File: config.mk
export PLATFORM = sky130hd
export DESIGN_NAME = fxp_arith_unit
export DESIGN_NICKNAME = d
export VERILOG_FILES = /design/src/rtl/fxp_arith_unit_pkg.sv /design/src/rtl/fxp_isqrt_step.sv /design/src/rtl/fxp_arith_unit.sv
export SDC_FILE = /design/constraint.sdc
export NUM_CORES = 1
export LEC_CHECK = 0
export CAP_MARGIN = 20
export CORE_AREA = 2 2 192 194
export CTS_CLUSTER_DIAMETER = 120
export DETAILED_ROUTE_END_ITERATION = 7
export DIE_AREA = 0 0 194 196
export GPL_TIMING_DRIVEN = 0
export HOLD_SLACK_MARGIN = 0.1
export PLACE_DENSITY_LB_ADDON = 0.1
export SKIP_CTS_REPAIR_TIMING = 1
export SLEW_MARGIN = 10
export SYNTH_ARGS = -nofsm -noshare
export SYNTH_HDL_FRONTEND = slang
export SYNTH_HIERARCHICAL = 1
export SYNTH_SLANG_ARGS = --single-unit
File: constraint.sdc
create_clock -name clk -period 4.7 [get_ports clk]
set_input_delay 1.175 -clock clk [delete_from_list [all_inputs] [get_ports clk]]
set_output_delay 1.175 -clock clk [all_outputs]
set_load 0.03 [all_outputs]
File: src/rtl/fxp_arith_unit_pkg.sv
// Shared opcode constants and FSM state encoding for the fixed-point arithmetic unit.
package fxp_arith_unit_pkg;

    localparam logic [1:0] FPU_ADD  = 2'd0;
    localparam logic [1:0] FPU_SUB  = 2'd1;
    localparam logic [1:0] FPU_MUL  = 2'd2;
    localparam logic [1:0] FPU_SQRT = 2'd3;

    typedef enum logic [1:0] {
        IDLE = 2'd0,
        EXEC = 2'd1,
        DONE = 2'd2
    } state_e;

endpackage

File: src/rtl/fxp_isqrt_step.sv
// One combinational iteration of the restoring digit-by-digit square root:
// brings down two radicand bits and decides the next root bit.
module fxp_isqrt_step #(
    parameter int RW = 24,
    parameter int QW = 21
) (
    input  logic [RW-1:0] rem_i,
    input  logic [QW-1:0] root_i,
    input  logic [1:0]    bits_i,
    output logic [RW-1:0] rem_o,
    output logic [QW-1:0] root_o
);

    logic [RW-1:0] rem_sh;
    logic [RW-1:0] trial;
    logic          ge;

    // The remainder never exceeds 2*root, so its top two bits are always zero here.
    assign rem_sh = {rem_i[RW-3:0], bits_i};
    assign trial  = RW'({root_i, 2'b01});
    assign ge     = (rem_sh >= trial);
    assign rem_o  = ge ? (rem_sh - trial) : rem_sh;
    assign root_o = (root_i << 1) | QW'(ge);

endmodule

File: src/rtl/fxp_arith_unit.sv
// Handshaked unsigned Q(WIDTH-FBITS).FBITS add/sub/mul/sqrt unit.
// Define FXP_SAT_EN to saturate results on overflow instead of wrapping.
module fxp_arith_unit
    import fxp_arith_unit_pkg::*;
#(
    parameter int WIDTH = 32,
    parameter int FBITS = 10
) (
    input  logic             clk,
    input  logic             reset,
    input  logic             start,
    input  logic [1:0]       operation,
    input  logic [WIDTH-1:0] operand_1,
    input  logic [WIDTH-1:0] operand_2,
    output logic [WIDTH-1:0] result,
    output logic             overflow,
    output logic             done,
    output logic             busy
);

    localparam int M  = WIDTH + FBITS;
    localparam int N  = M / 2;
    localparam int RW = N + 3;
    localparam int CW = $clog2(WIDTH + 1);

`ifdef FXP_SAT_EN
    localparam bit SAT = 1'b1;
`else
    localparam bit SAT = 1'b0;
`endif

    state_e             state_q, state_d;
    logic [1:0]         op_q, op_d;
    logic [CW-1:0]      cnt_q, cnt_d;
    logic [2*WIDTH-1:0] acc_q, acc_d;
    logic [2*WIDTH-1:0] mcand_q, mcand_d;
    logic [WIDTH-1:0]   mplier_q, mplier_d;
    logic [M-1:0]       rad_q, rad_d;
    logic [RW-1:0]      rem_q, rem_d;
    logic [N-1:0]       root_q, root_d;
    logic [WIDTH-1:0]   result_q, result_d;
    logic               ovf_q, ovf_d;

    logic [WIDTH:0]     sum, diff;
    logic [2*WIDTH-1:0] acc_nxt, prod_sh;
    logic [WIDTH-1:0]   mul_res;
    logic               mul_ovf;
    logic [RW-1:0]      rem_nxt;
    logic [N-1:0]       root_nxt;

    fxp_isqrt_step #(.RW(RW), .QW(N)) u_step (
        .rem_i  (rem_q),
        .root_i (root_q),
        .bits_i (rad_q[M-1 -: 2]),
        .rem_o  (rem_nxt),
        .root_o (root_nxt)
    );

    assign sum     = {1'b0, operand_1} + {1'b0, operand_2};
    assign diff    = {1'b0, operand_1} - {1'b0, operand_2};
    assign acc_nxt = acc_q + (mplier_q[0] ? mcand_q : '0);
    // Shifts rather than part-selects keep FBITS=0 and FBITS=WIDTH legal.
    assign prod_sh = acc_nxt >> FBITS;
    assign mul_res = prod_sh[WIDTH-1:0];
    assign mul_ovf = |(acc_nxt >> M);

    always_comb begin
        state_d  = state_q;
        op_d     = op_q;
        cnt_d    = cnt_q;
        acc_d    = acc_q;
        mcand_d  = mcand_q;
        mplier_d = mplier_q;
        rad_d    = rad_q;
        rem_d    = rem_q;
        root_d   = root_q;
        result_d = result_q;
        ovf_d    = ovf_q;
        case (state_q)
            IDLE: begin
                if (start) begin
                    op_d     = operation;
                    acc_d    = '0;
                    mcand_d  = {{WIDTH{1'b0}}, operand_1};
                    mplier_d = operand_2;
                    rad_d    = M'(operand_1) << FBITS;
                    rem_d    = '0;
                    root_d   = '0;
                    case (operation)
                        FPU_ADD: begin
                            ovf_d    = sum[WIDTH];
                            result_d = (SAT && sum[WIDTH]) ? '1 : sum[WIDTH-1:0];
                            state_d  = DONE;
                        end
                        FPU_SUB: begin
                            ovf_d    = diff[WIDTH];
                            result_d = (SAT && diff[WIDTH]) ? '0 : diff[WIDTH-1:0];
                            state_d  = DONE;
                        end
                        FPU_MUL: begin
                            cnt_d   = CW'(WIDTH - 1);
                            state_d = EXEC;
                        end
                        default: begin
                            cnt_d   = CW'(N - 1);
                            state_d = EXEC;
                        end
                    endcase
                end
            end
            EXEC: begin
                if (op_q == FPU_MUL) begin
                    acc_d    = acc_nxt;
                    mcand_d  = mcand_q << 1;
                    mplier_d = mplier_q >> 1;
                end else begin
                    rem_d  = rem_nxt;
                    root_d = root_nxt;
                    rad_d  = rad_q << 2;
                end
                cnt_d = cnt_q - 1'b1;
                // The last iteration's combinational value is the final answer.
                if (cnt_q == '0) begin
                    state_d = DONE;
                    if (op_q == FPU_MUL) begin
                        ovf_d    = mul_ovf;
                        result_d = (SAT && mul_ovf) ? '1 : mul_res;
                    end else begin
                        ovf_d    = 1'b0;
                        result_d = WIDTH'(root_nxt);
                    end
                end
            end
            DONE:    state_d = IDLE;
            default: state_d = IDLE;
        endcase
    end

    always_ff @(posedge clk) begin
        if (reset) begin
            state_q  <= IDLE;
            op_q     <= '0;
            cnt_q    <= '0;
            acc_q    <= '0;
            mcand_q  <= '0;
            mplier_q <= '0;
            rad_q    <= '0;
            rem_q    <= '0;
            root_q   <= '0;
            result_q <= '0;
            ovf_q    <= 1'b0;
        end else begin
            state_q  <= state_d;
            op_q     <= op_d;
            cnt_q    <= cnt_d;
            acc_q    <= acc_d;
            mcand_q  <= mcand_d;
            mplier_q <= mplier_d;
            rad_q    <= rad_d;
            rem_q    <= rem_d;
            root_q   <= root_d;
            result_q <= result_d;
            ovf_q    <= ovf_d;
        end
    end

    assign result   = result_q;
    assign overflow = ovf_q;
    assign done     = (state_q == DONE);
    assign busy     = (state_q != IDLE);

endmodule

## Word-level counts from Yosys, hierarchy flattened

Index checks and enable logic that the tools add are counted.

- Flip-flop bits (word level): 288
- Input port bits: 69
- Output and inout port bits: 35
- Logic and storage cells: 79

- $add $sub $neg: 5
- $lt $le $gt $ge: 1
- Equality and inequality tests: 11
- Multiplexer cells: 37
- Bitwise logic cells: 1
- Reduce and logical (&&, ||, !) cells: 13

Operator list:

| kind | count |
|---|---|
| $mux 64 | 5 |
| $pmux 64 s2 | 2 |
| $pmux 32 s2 | 3 |
| $mux 32 | 5 |
| $mux 42 | 2 |
| $pmux 42 s2 | 1 |
| $mux 22 | 3 |
| $add 64x64->64 | 1 |
| $pmux 22 s2 | 1 |
| $mux 21 | 2 |
| $pmux 21 s2 | 1 |
| $add 32x32->33 | 1 |
| $sub 32x32->33 | 1 |
| $ge 24x23->1 | 1 |
| $pmux 6 s2 | 2 |
| $reduce_or 22->1 | 1 |
| $sub 22x22->22 | 1 |
| $or 21x1->21 | 1 |
| $ne 2x2->1 const B | 5 |
| $reduce_and 3->1 | 3 |
| $eq 2x2->1 const B | 3 |
| $logic_not 6->1 | 1 |
| $mux 2 | 3 |
| $mux 6 | 1 |
| 11 further kinds | 18 |

## Depth between registers and ports, before layout

Gate-level depths: netlist of the first run.

- Word-level depth: 6
- Depth in mapped cells: 18
- Gate-level depth less buffers: 16

## Modules after synthesis

The synthesis of the first run kept the hierarchy.

By module, submodules not included:

| module | times used | cells each | area each (um^2) | seq. area each (um^2) |
|---|---|---|---|---|
| fxp_arith_unit | 1 | 2419 | 18196.2 | 5605.4 |
| fxp_isqrt_step | 1 | 265 | 1700.4 | 0.0 |

## Worst setup path before layout of the first run

OpenSTA, ideal clock, no wires.

- Kind: input-to-reg
- From: input operand_1[0]
- To: register result_q[26], in the netlist result[26]
- Setup time: 132 ps
- Arrival: 3703 ps
- Data required time: 4568 ps
- Setup slack: 865 ps
- Stages on the path: 15
- Buffers on the path: 0
- Cells stage by stage: inv_1 > ha_1 > fa_1 > nor2b_1 > o21a_1 > o2111ai_1 > o2111ai_1 > a21oi_1 > o41ai_1 > and2_1 > a21boi_0 > o21ai_1 > xnor2_1 > a221oi_1 > nor3_1

- Cells in the longest elaborated chain, start to end: 4
- Elaborated cells on any way between the ends: 5
- Classes of those cells: add/sub (2); mux (3)

Ends and longest elaborated chain:

| item | RTL line | RTL |
|---|---|---|
| start: declaration | fxp_arith_unit.sv:13 | `input logic [WIDTH-1:0] operand_1,` |
| $sub 32x32->33 or $add 32x32->33 (tied branches) | fxp_arith_unit.sv:60, fxp_arith_unit.sv:59 |  |
| $pmux 32 s2 * | fxp_arith_unit.sv:89 | `case (operation)` |
| $mux 32 * | fxp_arith_unit.sv:81 | `if (start) begin` |
| $pmux 32 s2 * | fxp_arith_unit.sv:79 | `case (state_q)` |
| end signal: assignment | fxp_arith_unit.sv:162 | `result_q <= result_d;` |
| end: declaration | fxp_arith_unit.sv:41 | `logic [WIDTH-1:0] result_q, result_d;` |

Every way passes the cells marked *; elsewhere a longest branch is shown, timed or not. The select of a mux whose other input is x is not followed.
A chain may end at the register's enable or synchronous reset.

## Worst setup path after layout of the first run

- From: input operand_1[10]
- To: register result_q[25], in the netlist result[25]

The elaborated chain is that of the path after synthesis.

==> run metrics, run 1 <==
run status complete, but fails checks; violated checks DRC; number of I/O pins about 100; depth of the CTS H-tree 2; combinational fraction of design power about 37%; wire length of the first global-routing pass approximately 110 mm; Clock Latency Late Sink approximately 550 ps; Syn-to-layout area delta 15.2%; # port buffers slightly above 100; highest attainable clock frequency ~220 MHz; largest net degree at the start of global routing 14; areal power density over the cells 384 nW/um^2; Startpoint Class input pin; data arrival time of the worst path 4990 ps; worst supply voltage drop on vdd about 0.75 mV; launching element of the worst setup path operand_1[10]; overall die height 196 um; largest fanout of any net on the critical path 9; CTS sink cnt 278; crit path cell chain clkdlybuf4s50_1, ha_1, buf_2, o21ai_0, a21oi_1, o21ai_0, a2111oi_0, o31a_1, o41ai_4, o31ai_1, nand3_1, o221ai_1, xor2_2, a221oi_2, nor3_1; Vias per Instance 6.31; final weighted congestion of routability-driven global placement roughly 1; Syn Nets about 2900; HPWL after DPL around 56 mm; Initial Utilization between 50% and 60%; final standard cell count with taps included and fillers excluded 3295; hold path start acc_q[38]; clock tree root buffer cell sky130_fd_sc_hd__clkbuf_16; Num CTS Buffers 34; sequential fraction of design power a little under a third; Yosys warning count 6; cell mode on critical path sky130_fd_sc_hd__o21ai_0; synthesized cell area just under 20000 sq um; min-delay worst type flop to flop; sum of overflow across all layers after global routing 0; Critical Path RT roughly 5100 ps; area of the core region ~36000 sq um; leakage power roughly 9.0 nW; Switching Fraction between 30% and 40%; wire length per cell 21.7 um; total vias in the final route ~21000; switching component of the power between 0.003 and 0.004 W; CTS tree done; met2 track utilization from global routing roughly three fifths; number of pins exceeding their max-slew limit in the final report 0; area post-placement about 21000 sq um; row cnt 70; Critical Setup Path Class input pin to flop; crit-path max cell delay between 500 and 600 ps; period utilization between 90% and 100%; Final setup viols 0; clock group share of total power 33.0%; number of antenna violations at the first check in global routing 1; Crit. End Element flop; global routing usage on met1 just under 50%; number of maximum-capacitance violations 0; Slew Limit Headroom 34.4%; # diodes 0; slew at the pin with the worst max-slew slack between 900 and 1000 ps; Detail Route Antenna Nets 0; aggregate routed wire length 71.4 mm; GRT Resource Usage Total a little over a third; Post-Route Skew ~19 ps; first drt pass iteration count 8; cell with the biggest individual delay on the critical path sky130_fd_sc_hd__clkdlybuf4s50_1; hold violation count in the final report 0; maximum buffer depth of the clock tree 3; post-layout minimum cycle time around 4600 ps; Syn Area/Cell 7.42 sq um; final layout net count between 3000 and 4000; initial detailed-routing violation count a little under 2000; die footprint ~38000 sq um; startpoint of the worst register-to-register path mplier_q[0]; peak-usage layer in the global routing report met2; internal power approximately 0.0055 W; via count of the first global-routing pass slightly below 20000; placed cell count about 3200; remaining routing DRC violations 2; floorplan die width roughly 190 um; final instance area approximately 23000 sq um; met3 track demand over resource in global routing 4.74%; fill count around 3300; clock slew at reported path FFs approximately 60 ps; layout cell share with drive strength beyond 1 roughly 6%; gate count after technology mapping between 2000 and 3000
## flip-flops by register name (all words and copies together) (netlist names)
signal and count:
mcand_q 64, state_q 2, root_q 21, acc_q 64
cnt_q 6, rem_q 22, op_q 2, result 32
overflow 1, rad_q 32, mplier_q 32
## worst max-delay path: cells and delay by family
kind | cells | cell delay, ps
buffers and inverters | 2 | 780
AOI/OAI and AO/OA | 9 | 2260
and+or+nand+nor | 2 | 240
adders and majority gates | 1 | 370
xor gates and xnor gates | 1 | 170
## power by group through the flow
| stage | Clock (W) | Combinational (W) | Sequential, W |
|---|---|---|---|
| after detailed placement | 0 | 0.00310 | 0.00269 |
| after CTS | 0.00290 | 0.00313 | 0.00264 |
| after floorplan | 0 | 0.00214 | 0.00272 |
| after global routing | 0.00299 | 0.00349 | 0.00266 |
| final | 0.00288 | 0.00321 | 0.00265 |
| after global placement | 0 | 0.00309 | 0.00269 |
## final cells by class
class,instances,area (sq um),share of cell area (%)
Inverter,115,432,1.90
Buffer,190,831,3.65
Clock inverter,13,176,0.776
Timing Repair Buffer,108,1070,4.71
Multi-Input combinational cell,2075,13000,57.3
Clock buffer,48,1040,4.56
Tap cell,468,586,2.58
Sequential cell,278,5570,24.5
## layer usage
layer | vias to the layer above | wire (um)
met5 | - | 12
met4 | 2 | 3910
met3 | 210 | 6210
met2 | 1039 | 31700
met1 | 9785 | 29600
li1 | 9770 | -
## placed cells by master (no fill, tap or decap), types with 37 or more instances in the layout
cell,instances
sky130_fd_sc_hd__nand2_1,377
sky130_fd_sc_hd__nor2_1,317
sky130_fd_sc_hd__dfxtp_1,277
sky130_fd_sc_hd__a21oi_1,247
sky130_fd_sc_hd__ha_1,151
sky130_fd_sc_hd__clkbuf_1,136
sky130_fd_sc_hd__a22oi_1,135
sky130_fd_sc_hd__inv_1,115
sky130_fd_sc_hd__o21ai_0,114
sky130_fd_sc_hd__clkdlybuf4s50_1,101
sky130_fd_sc_hd__xnor2_1,72
sky130_fd_sc_hd__a311oi_1,70
sky130_fd_sc_hd__and2_1,66
sky130_fd_sc_hd__nor3_1,50
sky130_fd_sc_hd__clkbuf_16,37
## path summary, 6_finish.rpt
check,endpoint,slack (ps),depth (start not counted)
worst max-delay path,result[25],110,15
worst min-delay path,acc_q[38],460,2
worst max register to register,overflow,150,18
worst min register to register,acc_q[38],460,2
## through the flow
| stage | power [W] | setup TNS [ps] | hold slack (ps) | utilization [%] | worst slack [ps] |
|---|---|---|---|---|---|
| after detailed placement | 0.00580 | -6990 | 451 | 59.2 | -954 |
| after CTS | 0.00867 | -2050 | 459 | 62.6 | -646 |
| after global routing | 0.00914 | -42.7 | 477 | 63.0 | -42.7 |
| after global placement | 0.00577 | -6650 | 447 | 59.2 | -920 |
| final | 0.00874 | 0 | 457 | 63.0 | 106 |
| after floorplan | 0.00486 | 0 | 436 | - | 865 |
Note: power is estimated with default switching activity, not from simulation.
==> inputs of run 2 (changes only) <==
--- a/config.mk
+++ b/config.mk
@@ -14,7 +14,7 @@
 export HOLD_SLACK_MARGIN = 0.1
 export PLACE_DENSITY_LB_ADDON = 0.1
 export SKIP_CTS_REPAIR_TIMING = 1
-export SLEW_MARGIN = 10
+export SLEW_MARGIN = 0
 export SYNTH_ARGS = -nofsm -noshare
 export SYNTH_HDL_FRONTEND = slang
 export SYNTH_HIERARCHICAL = 1
==> run metrics, run 2 (synthesis gave the netlist of run 1 again) <==
run status finished, final reports clean; total vias in the final route around 21000; areal power density over the cells 374 nW/um^2; Reg area 5570 sq um; number of antenna violations at the first check in global routing 0; GRT Resource Usage Total roughly 36%; leakage power 8.96 nW; wire length per cell 21.7 um; largest fanout of any net on the critical path 10; fin util between 60% and 70%; sequential fraction of design power a little under a third; Detail Route Antenna Nets 0; WHS Path Cells 2; clock slew at reported path FFs 60 ps; area occupied by multi-input gates approximately 13000 sq um; data arrival time of the worst path 5040 ps; Post-Route Skew 17.3 ps; number of pins exceeding their max-slew limit in the final report 0; overall die height between 150 and 200 um; Num CTS Buffers 34; Critical Path RT roughly 5100 ps; global routing usage on met1 approximately 48%; setup repair after global routing missed its margin true; internal power ~0.0052 W; first drt pass iteration count 6; critical register-to-register path endpoint overflow; most common cell after layout, fill and taps aside sky130_fd_sc_hd__nand2_1; met2 track utilization from global routing approximately three fifths; peak-usage layer in the global routing report met2; HPWL after DPL 55.6 mm; Initial Utilization between 50 and 60%; # port buffers roughly 100; Switching Fraction 38.4%; maximum buffer depth of the clock tree 3; startpoint of the worst register-to-register path mplier_q[0]; highest attainable clock frequency 217 MHz; clock group share of total power 30.7%; Slew Limit Headroom roughly 30%; # diodes 0; via count of the first global-routing pass 19400; clock tree root buffer cell sky130_fd_sc_hd__clkbuf_16; remaining routing DRC violations 0; row cnt 70; aggregate routed wire length about 72 mm; depth of the CTS H-tree 2; number of cells on the worst reg-to-reg path 17; aggregate negative setup slack 0 ps; hold violation count in the final report 0; sum of overflow across all layers after global routing 0; number of I/O pins 104; Final setup viols 0; met3 track demand over resource in global routing under 10%; largest net degree at the start of global routing 13; initial detailed-routing violation count roughly 1900; Syn-to-layout area delta 14.4%; period utilization a little over nine tenths; die footprint between 30000 and 40000 sq um; Hold EP acc_q[38]; slew at the pin with the worst max-slew slack around 1100 ps; min-delay worst type flop to flop; post-layout minimum cycle time roughly 4600 ps; area of the core region 36100 sq um; total power after layout around 0.0085 W; combinational fraction of design power about 38%; switching component of the power about 0.0033 W; CTS tree done; wire length of the first global-routing pass 110 mm; commonest cells after routing, fill and taps aside sky130_fd_sc_hd__nand2_1, sky130_fd_sc_hd__nor2_1, sky130_fd_sc_hd__dfxtp_1; leading registers by flop count acc_q: 64 flops, mcand_q: 64 flops; final layout net count a little over 3000; number of maximum-capacitance violations 0; Startpoint Class flop; Vias per Instance between 6 and 7; Crit. End Element flop; worst supply voltage drop on vdd 0.659 mV; fill count ~3400; area post-placement ~21000 sq um; hold path start acc_q[38]; worst setup slack for register-to-register paths just over 90 ps; Clock Latency Late Sink ~560 ps; CTS sink cnt ~280; floorplan die width between 150 and 200 um; Critical Setup Path Class flop to flop; final weighted congestion of routability-driven global placement roughly 0.99; final instance area 22600 sq um; layout cell share with drive strength beyond 1 between 5 and 6%
## run 2: changes by cell type in the layout (fill, tap and decap cells not counted), sizes merged
cell,previous run,this run
clkinv,5,4
bufinv,4,1
buf,57,55
clkbuf,186,189
## run 2: area by class of cell
class / instances / area share (%)
well taps: 468 / 2.59
clock inverters: 9 / 0.377
plain buffers: 190 / 3.67
multi-input cells: 2075 / 57.7
inverters: 115 / 1.91
flip-flops and latches: 278 / 24.6
clock buffers: 50 / 4.35
repair buffers: 107 / 4.71
## run 2: metrics by stage
| step | instances | hold slack, ps | setup slack (ps) |
|---|---|---|---|
| finish | 3292 | 458 | 91.4 |
| global route | 3292 | 477 | -50.9 |
| CTS | 3289 | 459 | -618 |
| detailed placement | 3230 | 451 | -945 |
| global placement | 3230 | 447 | -920 |
| floorplan | 2659 | 436 | 865 |
## run 2: layer usage
metal | part of all wire [%] | wire length (um)
met5 | 0 | 0
met4 | 4.9 | 3480
met3 | 8.7 | 6210
met2 | 45 | 32100
met1 | 42 | 29700
## run 2: how the worst max path moves through the flow
stage / startpoint / to / slack, ps
6_report: mplier_q[0] / overflow / 90
5_1_grt: operand_2[4] / result[25] / -50
4_1_cts: mplier_q[0] / overflow / -620
3_5_place_dp: operand_2[1] / result[25] / -940
3_3_place_gp: operand_2[1] / result[25] / -920
2_1_floorplan: operand_1[0] / result[26] / 870
## run 2: critical path, cell delays in order (launching register included)
cell	delay, ps
sky130_fd_sc_hd__dfxtp_2	420
sky130_fd_sc_hd__buf_6	210
sky130_fd_sc_hd__clkbuf_1	260
sky130_fd_sc_hd__and2_1	190
sky130_fd_sc_hd__ha_1	230
sky130_fd_sc_hd__buf_2	170
sky130_fd_sc_hd__a21oi_1	230
sky130_fd_sc_hd__o21ai_0	260
sky130_fd_sc_hd__a211o_1	350
sky130_fd_sc_hd__a21oi_1	210
sky130_fd_sc_hd__o31ai_2	120
sky130_fd_sc_hd__a21oi_2	280
sky130_fd_sc_hd__o221ai_2	210
sky130_fd_sc_hd__xnor2_1	180
sky130_fd_sc_hd__or4_1	510
sky130_fd_sc_hd__nor3_1	160
sky130_fd_sc_hd__and4b_2	370
sky130_fd_sc_hd__a21oi_1	100
## run 2: power by group through the flow
stage	registers (W)	clock network [W]	logic, W
after floorplan	0.00272	0	0.00214
after global placement	0.00269	0	0.00309
after detailed placement	0.00269	0	0.00311
after CTS	0.00264	0.00262	0.00313
after global routing	0.00266	0.00270	0.00350
final	0.00265	0.00260	0.00321
